File: config.mk
export PLATFORM = sky130hd
export DESIGN_NAME = axi_crossbar_skid_buffer
export DESIGN_NICKNAME = d
export VERILOG_FILES = /design/src/rtl/axi_crossbar_pkg.sv /design/src/rtl/axi_crossbar_sat_counter.sv /design/src/rtl/axi_crossbar_skid_buffer.sv
export SDC_FILE = /design/constraint.sdc
export NUM_CORES = 1
export LEC_CHECK = 0
export CORE_UTILIZATION = 45
export DETAILED_ROUTE_END_ITERATION = 10
export GPL_ROUTABILITY_DRIVEN = 0
export PLACE_DENSITY_LB_ADDON = 0.2
export SLEW_MARGIN = 10
export SYNTH_ARGS = -nofsm -noshare
export SYNTH_HDL_FRONTEND = slang
export SYNTH_HIERARCHICAL = 1
export SYNTH_SLANG_ARGS = --single-unit
File: constraint.sdc
create_clock -name aclk -period 1.9 [get_ports aclk]
set_clock_uncertainty 0.15 [all_clocks]
set_input_delay 0.38 -clock aclk [delete_from_list [all_inputs] [get_ports aclk]]
set_output_delay 0.38 -clock aclk [all_outputs]
set_load 0.01 [all_outputs]
File: src/rtl/axi_crossbar_pkg.sv
// Shared types and defaults for the crossbar channel slices.
// Optional skid-buffer stall counter is enabled with AXI_CROSSBAR_SKID_PERF_EN.
package axi_crossbar_pkg;

  localparam int DEFAULT_DATA_BUS_W = 16;
  localparam int DEFAULT_CNT_W      = 16;

  typedef enum logic [1:0] {
    SKID_EMPTY,
    SKID_BUSY,
    SKID_FULL
  } skid_state_e;

endpackage

File: src/rtl/axi_crossbar_sat_counter.sv
// Saturating up-counter for crossbar performance monitors.
// Holds at all-ones instead of wrapping; cleared only by srst.
module axi_crossbar_sat_counter #(
  parameter int WIDTH = 16
) (
  input  logic             aclk,
  input  logic             srst,
  input  logic             inc,
  output logic [WIDTH-1:0] cnt
);

  logic [WIDTH-1:0] cnt_reg;

  always_ff @(posedge aclk) begin
    if (srst) begin
      cnt_reg <= '0;
    end else if (inc && (cnt_reg != '1)) begin
      cnt_reg <= cnt_reg + WIDTH'(1);
    end
  end

  assign cnt = cnt_reg;

endmodule

File: src/rtl/axi_crossbar_skid_buffer.sv
// Backward-registered valid/ready slice: i_ready comes from a flop, a one-entry
// skid register keeps full throughput. Stall counter under AXI_CROSSBAR_SKID_PERF_EN.
module axi_crossbar_skid_buffer
  import axi_crossbar_pkg::*;
#(
  parameter int DATA_BUS_W = DEFAULT_DATA_BUS_W
`ifdef AXI_CROSSBAR_SKID_PERF_EN
  ,
  parameter int CNT_W = DEFAULT_CNT_W
`endif
) (
  input  logic                  aclk,
  input  logic                  srst,
  input  logic                  i_valid,
  input  logic [DATA_BUS_W-1:0] i_data,
  output logic                  i_ready,
  output logic                  o_valid,
  output logic [DATA_BUS_W-1:0] o_data,
`ifdef AXI_CROSSBAR_SKID_PERF_EN
  output logic [CNT_W-1:0]      o_stall_cnt,
`endif
  input  logic                  o_ready
);

  skid_state_e           state_reg, state_next;
  logic [DATA_BUS_W-1:0] main_data_reg, main_data_next;
  logic [DATA_BUS_W-1:0] skid_data_reg, skid_data_next;
  logic                  o_valid_reg;
  logic                  i_ready_reg;
  logic                  accept;
  logic                  take;

  assign accept = i_valid & i_ready_reg;
  assign take   = o_valid_reg & o_ready;

  always_comb begin
    state_next     = state_reg;
    main_data_next = main_data_reg;
    skid_data_next = skid_data_reg;
    case (state_reg)
      SKID_EMPTY: begin
        if (accept) begin
          state_next     = SKID_BUSY;
          main_data_next = i_data;
        end
      end
      SKID_BUSY: begin
        if (accept && take) begin
          main_data_next = i_data;
        end else if (accept) begin
          state_next     = SKID_FULL;
          skid_data_next = i_data;
        end else if (take) begin
          state_next = SKID_EMPTY;
        end
      end
      SKID_FULL: begin
        // i_ready is low here, so only the drain of the held beat can happen
        if (take) begin
          state_next     = SKID_BUSY;
          main_data_next = skid_data_reg;
        end
      end
      default: begin
        state_next = SKID_EMPTY;
      end
    endcase
  end

  always_ff @(posedge aclk) begin
    if (srst) begin
      state_reg     <= SKID_EMPTY;
      main_data_reg <= '0;
      skid_data_reg <= '0;
      o_valid_reg   <= 1'b0;
      i_ready_reg   <= 1'b0;
    end else begin
      state_reg     <= state_next;
      main_data_reg <= main_data_next;
      skid_data_reg <= skid_data_next;
      o_valid_reg   <= (state_next != SKID_EMPTY);
      i_ready_reg   <= (state_next != SKID_FULL);
    end
  end

  assign i_ready = i_ready_reg;
  assign o_valid = o_valid_reg;
  assign o_data  = main_data_reg;

`ifdef AXI_CROSSBAR_SKID_PERF_EN
  axi_crossbar_sat_counter #(
    .WIDTH (CNT_W)
  ) u_stall_cnt (
    .aclk (aclk),
    .srst (srst),
    .inc  (o_valid_reg & ~o_ready),
    .cnt  (o_stall_cnt)
  );
`endif

endmodule

==> summary.txt <==
Layout
  • Fillers: 283
  • Final Util: 67.4%
  • Antenna fix cells: 0
  • Synth-to-Final Area Change: 36.9%
  • Layout cell share with drive strength beyond 1: between 10% and 20%
  • NumNets Final: 232

Timing
  • Highest clock rate: 551 MHz
  • Final setup violation count: 0
  • Period utilisation layout: 95.5%
  • Fin. Hold Viols: 0
  • Slew Viols, Final: 0
  • Worst Max-Slew Pin Slew: 0.236 ns
  • Setup TNS: 0 ns
  • Tmin final: approximately 1.8 ns
  • RSZ-0062 raised after global routing: false
  • Slew headroom: 84.1%

Clocking
  • Cts hold-fix bufs: 0
  • Clock-pin slew on the worst setup and hold paths: 0.11 ns
  • CTS root buffer: clkbuf_4
  • CTS max path bufs: 2
  • Post-CTS sizing: 0
  • Sink Count: 36
  • Max H-tree Level: 2
  • Total CTS buffers: 5
  • Setup Buffers After CTS: 0
  • Worst-Skew Late Latency: 0.35 ns
  • TritonCTS clock tree: built

Detailed routing
  • TritonRoute pass-1 iters: 4
  • Post-DRT Antenna Nets: 0
  • DR iter-0 viols: 53
  • Drt drc: 0
  • Vias: 1376
  • Via-to-Cell Ratio: 5.35
  • Wire per inst: 14.0 µm
  • Wirelength, routed: approximately 3600 µm

Critical path
  • CP Max Fanout: 3
  • CP endpoint kind: output pin
  • Cells along the critical path: clkdlybuf4s50_1
  • Critical path class: register to output pin
  • Critical Path AT: 1.28 ns
  • CP max stage cell: clkdlybuf4s50_1
  • Delay-heaviest family, CP: buffers and inverters
  • Buf/Inv on CP: 1
  • Crit-path max cell delay: 0.55 ns
  • Critical Path RT: 1.37 ns
  • Setup crit start kind: register

GRT
  • Aggregate global routing overflow: 0
  • Initial antenna violation count: 0
  • First-pass GRT wire length: 6160 µm
  • Number of global-route vias before repair: 1385
  • Largest net degree at the start of global routing: 19
  • Total track usage: about a quarter

Yosys
  • Yosys warns: 6
  • Post-Syn Area: about 0.0016 mm²
  • Synth Instances: around 170
  • Seq/Total Area, Yosys: a little under half
  • Ys flop type: dfxtp_1
  • Seq cells post-synth: 36
  • Post-synth EDFFs: 0
  • Asr flop ratio synth: 0%
  • Syn Nets: about 190
  • Post-synth cell types: 21
  • Syn Area/Cell: 9.41 µm²

Floorplanning
  • Die area: between 0.003 and 0.004 mm²
  • # rows: 20
  • Die X: between 60 and 70 µm
  • Starting Density: 49.2%
  • Io pins: 38
  • Die H: 60.7 µm
  • Core area: 0.00315 mm²

Run
  • Total of max-cap violations: 0

Outcome
  • Status: completed

Hold path
  • Hold Crit Class: register to register

Placed design
  • Port-buffer cells: 37
  • Hpwl dp: 2510 µm

Pwr
  • P per Cell Area: approximately 830 mW/mm²
  • Tot Pwr: 0.00177 W
  • Lkg Pwr: 0.913 nW
  • Worst IR Drop VDD: 0.558 mV
[layout make-up]
type	count	area, µm²	area share [%]
repair buffers	53	503	23.7
clock inverters	1	30.0	1.41
flip-flops and latches	36	721	33.9
clock buffers	7	65.1	3.06
inverters	1	3.75	0.177
multi-input cells	115	748	35.2
well taps	44	55.1	2.59
[metrics by stage]
step / hold WS (ns) / area, µm² / instances / worst slack [ns]
after floorplan: 0.310 / 1550 / 165 / 0.205
after global placement: 0.318 / 2030 / 249 / -0.149
after detailed placement: 0.324 / 2030 / 249 / -0.230
after CTS: 0.339 / 2130 / 257 / 0.0687
after global routing: 0.372 / 2130 / 257 / 0.0278
final: 0.340 / 2130 / 257 / 0.0853
[placed cells by master (no fill, tap or decap)]
master | synthesis | layout
clkbuf_8 | 0 | 2
nand2_1 | 35 | 35
clkbuf_4 | 0 | 5
clkdlybuf4s50_1 | 0 | 37
a21bo_2 | 1 | 1
a311oi_2 | 10 | 10
nor2_1 | 20 | 20
inv_1 | 1 | 1
a21oi_1 | 3 | 3
buf_4 | 1 | 15
or2_1 | 2 | 2
a311oi_1 | 6 | 6
o22ai_4 | 1 | 1
nor3_1 | 16 | 16
bufinv_16 | 0 | 1
mux2i_1 | 17 | 17
nand2b_1 | 1 | 1
or3_1 | 1 | 1
buf_12 | 0 | 1
and3b_1 | 1 | 1
nor3_2 | 1 | 1
dfxtp_1 | 36 | 36
[cell families after synthesis]
kind of cell | after synthesis | synth area share, %
buffers and inverters | 14 | 5.40
flip-flops | 36 | 46.4
AO/OA/AOI/OAI | 21 | 16.0
multiplexers | 17 | 11.0
AND/OR/NAND/NOR | 77 | 21.3
[routing by layer]
metal,GRT usage [%],wire length [µm]
met5,0,0
met4,14.3,94
met3,7.89,177
met2,39.2,1800
met1,26.2,1510
[worst paths after layout]
path,start,endpoint,slack [ns],cells past startpoint
worst max-delay path,o_valid,o_valid,0.09,1
worst min register to register,skid_data_reg[8],o_data[8],0.34,2
worst min-delay path,skid_data_reg[8],o_data[8],0.34,2
worst max register to register,state_reg[0],skid_data_reg[5],0.17,5
[where the power goes]
group	total [W]	switching, W	internal, W
combinational	0.000326	0.000144	0.000182
sequential	0.000824	0.0000248	0.000799
clock	0.000618	0.000269	0.000349
total	0.00177	0.000437	0.00133
[synthesized netlist by cell type (all sizes together) (2+ instances only)]
| cell | count | share of area (%) |
|---|---|---|
| dfxtp | 36 | 46 |
| buf | 9 | 4.2 |
| nand2 | 35 | 8.5 |
| a311oi | 16 | 13 |
| clkbuf | 4 | 0.97 |
| a21oi | 3 | 0.97 |
| or2 | 2 | 0.81 |
| nor3 | 17 | 5.8 |
| mux2i | 17 | 11 |
| nor2 | 20 | 4.8 |
Power figures use the tool's default switching activity.
